### src/rtl/mem_stage_pkg.sv
// Shared types and constants for the MEM-stage data-memory access unit.
package mem_stage_pkg;

  localparam int DATA_W     = 32;
  localparam int REG_ADDR_W = 5;
  localparam int WB_SIG_W   = 2;

  localparam logic [WB_SIG_W-1:0] WB_NONE = 2'b00;

  typedef enum logic [1:0] {
    IDLE = 2'd0,
    BUSY = 2'd1,
    RESP = 2'd2
  } mau_state_e;

endpackage

### src/rtl/mem_timeout_counter.sv
// Bus timeout counter: counts BUSY cycles and flags the last cycle an ack may
// still arrive before the access is abandoned.
module mem_timeout_counter #(
  parameter int MEM_TIMEOUT = 16
) (
  input  logic clk,
  input  logic rst,
  input  logic clear,
  input  logic enable,
  output logic expire
);

  localparam int CW = $clog2(MEM_TIMEOUT);
  localparam logic [CW-1:0] LAST = CW'(MEM_TIMEOUT - 1);
  localparam logic [CW-1:0] ONE  = CW'(1);

  logic [CW-1:0] count_q;
  logic [CW-1:0] count_d;

  assign expire = (count_q == LAST);

  // Next count; saturates at LAST so non-power-of-two limits never wrap.
  always_comb begin
    count_d = count_q;
    if (clear) begin
      count_d = {CW{1'b0}};
    end else if (enable && !expire) begin
      count_d = count_q + ONE;
    end else begin
      count_d = count_q;
    end
  end

  // Count register.
  always_ff @(posedge clk or negedge rst) begin
    if (!rst) begin
      count_q <= {CW{1'b0}};
    end else begin
      count_q <= count_d;
    end
  end

endmodule

### src/rtl/mem_access_unit.sv
// MEM-stage load/store controller with req/ack memory handshake and bus timeout.
// Define MISALIGN_TRAP_EN to trap accesses whose address is not word aligned.
module mem_access_unit
  import mem_stage_pkg::*;
#(
  parameter int DATA_W      = mem_stage_pkg::DATA_W,
  parameter int MEM_TIMEOUT = 16
) (
  input  logic                  clk,
  input  logic                  rst,
  input  logic                  valid,
  input  logic [DATA_W-1:0]     alu_result,
  input  logic [DATA_W-1:0]     write_data,
  input  logic                  mem_read,
  input  logic                  mem_write,
  input  logic [REG_ADDR_W-1:0] reg_dst,
  input  logic [WB_SIG_W-1:0]   write_back_signal,
  output logic                  stall,
  output logic [DATA_W-1:0]     result,
  output logic [DATA_W-1:0]     read_data,
  output logic [REG_ADDR_W-1:0] reg_dst_out,
  output logic [WB_SIG_W-1:0]   write_back_signal_out,
  output logic                  bus_error,
  output logic                  misaligned,
  output logic                  mem_req,
  output logic                  mem_we,
  output logic [DATA_W-1:0]     mem_addr,
  output logic [DATA_W-1:0]     mem_wdata,
  input  logic [DATA_W-1:0]     mem_rdata,
  input  logic                  mem_ack
);

  mau_state_e        state_q, state_d;
  logic              mem_req_q, mem_req_d;
  logic              mem_we_q, mem_we_d;
  logic [DATA_W-1:0] mem_addr_q, mem_addr_d;
  logic [DATA_W-1:0] mem_wdata_q, mem_wdata_d;
  logic [DATA_W-1:0] rdata_q, rdata_d;
  logic              err_q, err_d;
  logic              mis_q, mis_d;

  logic access;
  logic trap;
  logic cnt_clear;
  logic cnt_enable;
  logic cnt_expire;

  assign access = valid && (mem_read || mem_write);

`ifdef MISALIGN_TRAP_EN
  assign trap = (alu_result[1:0] != 2'b00);
`else
  assign trap = 1'b0;
`endif

  mem_timeout_counter #(
    .MEM_TIMEOUT (MEM_TIMEOUT)
  ) u_timeout (
    .clk    (clk),
    .rst    (rst),
    .clear  (cnt_clear),
    .enable (cnt_enable),
    .expire (cnt_expire)
  );

  // Next-state, stall and memory-request decisions.
  always_comb begin
    state_d     = state_q;
    mem_req_d   = mem_req_q;
    mem_we_d    = mem_we_q;
    mem_addr_d  = mem_addr_q;
    mem_wdata_d = mem_wdata_q;
    rdata_d     = rdata_q;
    err_d       = 1'b0;
    mis_d       = 1'b0;
    cnt_clear   = 1'b0;
    cnt_enable  = 1'b0;
    stall       = 1'b0;
    case (state_q)
      IDLE: begin
        if (access) begin
          stall = 1'b1;
          if (trap) begin
            rdata_d = {DATA_W{1'b0}};
            mis_d   = 1'b1;
            state_d = RESP;
          end else begin
            mem_addr_d  = {alu_result[DATA_W-1:2], 2'b00};
            mem_wdata_d = write_data;
            mem_we_d    = mem_write;
            mem_req_d   = 1'b1;
            cnt_clear   = 1'b1;
            state_d     = BUSY;
          end
        end else begin
          stall = 1'b0;
        end
      end
      BUSY: begin
        stall      = 1'b1;
        cnt_enable = 1'b1;
        // An ack in the expiry cycle still completes the access cleanly.
        if (mem_ack) begin
          rdata_d   = mem_we_q ? {DATA_W{1'b0}} : mem_rdata;
          mem_req_d = 1'b0;
          state_d   = RESP;
        end else if (cnt_expire) begin
          rdata_d   = {DATA_W{1'b0}};
          mem_req_d = 1'b0;
          err_d     = 1'b1;
          state_d   = RESP;
        end else begin
          state_d = BUSY;
        end
      end
      RESP: begin
        state_d = IDLE;
      end
      default: begin
        mem_req_d = 1'b0;
        state_d   = IDLE;
      end
    endcase
  end

  // State and memory-interface registers.
  always_ff @(posedge clk or negedge rst) begin
    if (!rst) begin
      state_q     <= IDLE;
      mem_req_q   <= 1'b0;
      mem_we_q    <= 1'b0;
      mem_addr_q  <= {DATA_W{1'b0}};
      mem_wdata_q <= {DATA_W{1'b0}};
      rdata_q     <= {DATA_W{1'b0}};
      err_q       <= 1'b0;
      mis_q       <= 1'b0;
    end else begin
      state_q     <= state_d;
      mem_req_q   <= mem_req_d;
      mem_we_q    <= mem_we_d;
      mem_addr_q  <= mem_addr_d;
      mem_wdata_q <= mem_wdata_d;
      rdata_q     <= rdata_d;
      err_q       <= err_d;
      mis_q       <= mis_d;
    end
  end

  // Error and trap flags are only ever set for the single RESP cycle.
  assign bus_error  = err_q;
  assign misaligned = mis_q;

  assign result      = alu_result;
  assign reg_dst_out = reg_dst;
  assign read_data   = (state_q == RESP) ? rdata_q : {DATA_W{1'b0}};
  assign write_back_signal_out = (err_q || mis_q) ? WB_NONE : write_back_signal;

  assign mem_req   = mem_req_q;
  assign mem_we    = mem_we_q;
  assign mem_addr  = mem_addr_q;
  assign mem_wdata = mem_wdata_q;

endmodule

### config.mk
export PLATFORM = sky130hd
export DESIGN_NAME = mem_access_unit
export DESIGN_NICKNAME = d
export VERILOG_FILES = /design/src/rtl/mem_stage_pkg.sv /design/src/rtl/mem_timeout_counter.sv /design/src/rtl/mem_access_unit.sv
export SDC_FILE = /design/constraint.sdc
export NUM_CORES = 1
export LEC_CHECK = 0
export CELL_PAD_IN_SITES_DETAIL_PLACEMENT = 2
export CELL_PAD_IN_SITES_GLOBAL_PLACEMENT = 2
export CORE_MARGIN = 2
export CORE_UTILIZATION = 26
export DETAILED_ROUTE_END_ITERATION = 16
export PLACE_DENSITY_LB_ADDON = 0.1
export SYNTH_ARGS = -nofsm -noshare
export SYNTH_HDL_FRONTEND = slang
export SYNTH_SLANG_ARGS = --single-unit
### constraint.sdc
create_clock -name clk -period 3.6 [get_ports clk]
set_input_delay 0.9 -clock clk [delete_from_list [all_inputs] [get_ports clk]]
set_output_delay 0.9 -clock clk [all_outputs]
set_load 0.005 [all_outputs]
==> flow_metrics.tcl <==
set metrics [dict create \
    status "complete, no violations" \
    worstSetupPathType "in -> out" \
    die_h_um 137 \
    ant_nets 0 \
    synth-seq-cells 103 \
    cts_num_sinks 103 \
    antenna_found_initial 1 \
    wire_per_inst_um 18.9 \
    num_vias 3277 \
    synth_top_area_cell "dfrtp_1" \
    finalSetupViolCount 0 \
    dieWidth_um 137 \
    start_util_pct 26.7 \
    cts-hold-fix-buffers 0 \
    numPortBuffers 231 \
    clockBufferDepth 2 \
    drt-total-wl_mm 14.1 \
    core_area_um2 17400 \
    end_kind "output pin" \
    final_util_pct 41.7 \
    layout_setup_ws_ps 436 \
    ios 249 \
    grt_start_max_net_pins 58 \
    htreeDepth 3 \
    ys_top_cells_by_area "dfrtp_1 56%, mux2_4 19%, buf_4 6.5%" \
    regToRegSetupSlack_ps 1740 \
    required_ps 2700 \
    slew_viol_final 0 \
    max_freq_mhz 316 \
    irDropWorstVdd_mv 0.237 \
    hp-class "reg -> reg" \
    cts.clk_slew.worst_paths_ps 70 \
    totalPowerFinal_mw 5.43 \
    numCtsBuffers 9 \
    cts_tree "yes" \
    holdWs_ps 493 \
    rsz0062_at_grt "false" \
    hold_violations 0 \
    fin_crit_ps 3160 \
    arrival_ps 2260 \
    min_period_over_period_pct 87.9 \
    rows 48 \
    yosysWarnings 0 \
    nets 628 \
    tns_ps 0 \
    post_cts_resize_count 0 \
    synth-async-reset-ratio_pct 100 \
    nFillCells 1735 \
    pre_cts_slack_ps 442 \
    ys_seq_area_share_pct 55.7 \
    grt_use_total_pct 15.3 \
    grt_pass1_wl_mm 21.9 \
    critPathMaxFanout 3 \
    overflow 0 \
    cts_setup_buffers 0 \
    tightest_slew_ps 772 \
    syn_inst 323 \
    first_pass_iters 3 \
    drc 0 \
    start_kind "input port" \
    final_layout_size_suffix_gt1_share_pct 17.2 \
    first_iter_violations 93 \
    die_area_um2 18900 \
    total_leakage_power_nw 3.25 \
    clockRootBuffer "clkbuf_16" \
    insertion_delay_ps 350 \
    synth_edf_count 0 \
    viasPerCell 4.38 \
    synth_flop_cell "dfrtp_1" \
    synthDistinctLibCells 29 \
    relSlewSlack_pct 48.2 \
    maxCapViolations 0 \
    gp_congestion 0.781 \
    netlist_area_um2 4630 \
    power.density_nw_per_um2 749 \
    fin_skew_ps 7.03 \
    avgSynthCellArea_um2 14.3 \
    synthDominantCellAreaShare_pct 55.7 \
    grt_pass1_vias 3712 \
    dp_hpwl_mm 10.2 \
    area.growth.synth_to_final_pct 56.6 \
]
registers in the layout (all words and copies together) (netlist names):
signal,count
u_timeout.count_q,4
bus_error,1
state_q,2
mem_we,1
mem_addr,30
mem_wdata,32
rdata_q,32
mem_req,1
layout make-up:
class                      count  area, um^2  share of cell area (%)
timing repair buffer         238        2390                    33.0
sequential                   103        2580                    35.6
tap                          225         282                    3.89
clock inverter                 6         110                    1.52
clock buffer                   9         225                    3.11
antenna                        1        2.50                  0.0345
multi-input combinational    163        1650                    22.8
inverter                       3        11.3                   0.155
metrics by stage:
stage / cell area [um^2] / std cells
floorplan: 4630 / 325
global placement: 6910 / 732
global route: 7240 / 747
detailed placement: 6910 / 732
CTS: 7240 / 747
finish: 7240 / 748
layer usage:
layer / wire length [um] / track usage, % / up-vias
met5: 0 / 0 / -
met4: 171 / 4.58 / 0
met3: 1350 / 6.11 / 12
met2: 6500 / 23.7 / 154
met1: 6080 / 19.7 / 1643
li1: - / - / 1468
path summary, 6_finish.rpt:
path,from,endpoint,cells after the start
worst max-delay path,mem_write,stall,5
worst min-delay path,mem_req$_DFFE_PN0P_,mem_req$_DFFE_PN0P_,1
worst max register to register,u_timeout.count_q[0]$_DFFE_PN0P_,rdata_q[15]$_DFFE_PN0P_,5
worst min register to register,mem_req$_DFFE_PN0P_,mem_req$_DFFE_PN0P_,1
max in group asynchronous,rst,mem_addr[30]$_DFFE_PN0N_,2
min in group asynchronous,rst,mem_wdata[11]$_DFFE_PN0N_,1
report_power, final:
part           switching [mW]  total (mW)  internal [mW]
Sequential              0.330        2.04           1.71
Combinational           0.714        2.27           1.56
Clock                   0.442        1.12          0.675
synth_stat cells, types with 2 or more instances:
| cell | instances |
|---|---|
| buf_6 | 6 |
| and3_1 | 3 |
| buf_4 | 40 |
| nand3_1 | 2 |
| and2_1 | 32 |
| a22o_1 | 32 |
| nor2b_1 | 4 |
| mux2_4 | 60 |
| mux2_2 | 3 |
| nand2_1 | 2 |
| clkbuf_1 | 6 |
| dfrtp_1 | 103 |
| a21oi_1 | 3 |
| inv_1 | 3 |
| nor3_1 | 5 |
| o21ai_0 | 2 |
| buf_2 | 4 |
| or3_1 | 2 |
logic make-up after synthesis:
family / Yosys count / share of synthesized area (%)
muxes: 63 / 20.2
adders and majority gates: 1 / 0.270
other: 1 / 0.0810
AOI/OAI and AO/OA: 44 / 7.76
and+or+nand+nor: 52 / 6.87
buffers and inverters: 59 / 9.11
DFF: 103 / 55.7
layout by cell type, fill, tap and decap left out, types with 2 or more instances in the layout:
| master | n |
|---|---|
| dfrtp_1 | 103 |
| mux2_2 | 3 |
| buf_12 | 2 |
| bufinv_16 | 3 |
| clkdlybuf4s50_1 | 230 |
| conb_1 | 3 |
| o21ai_0 | 2 |
| buf_4 | 6 |
| clkbuf_16 | 9 |
| and2_1 | 32 |
| nand3_1 | 2 |
| clkinvlp_4 | 2 |
| a21oi_1 | 3 |
| mux2_4 | 60 |
| nor2b_1 | 3 |
| nor3_1 | 5 |
| nand2_1 | 2 |
| inv_1 | 3 |
| and3_1 | 3 |
| a22o_1 | 32 |
worst max-delay path: stages:
cell and delay (ps):
clkdlybuf4s50_1 480, o21ai_1 110, a21o_1 230, inv_1 60, clkdlybuf4s50_1 490
(Power assumes the default switching activity.)
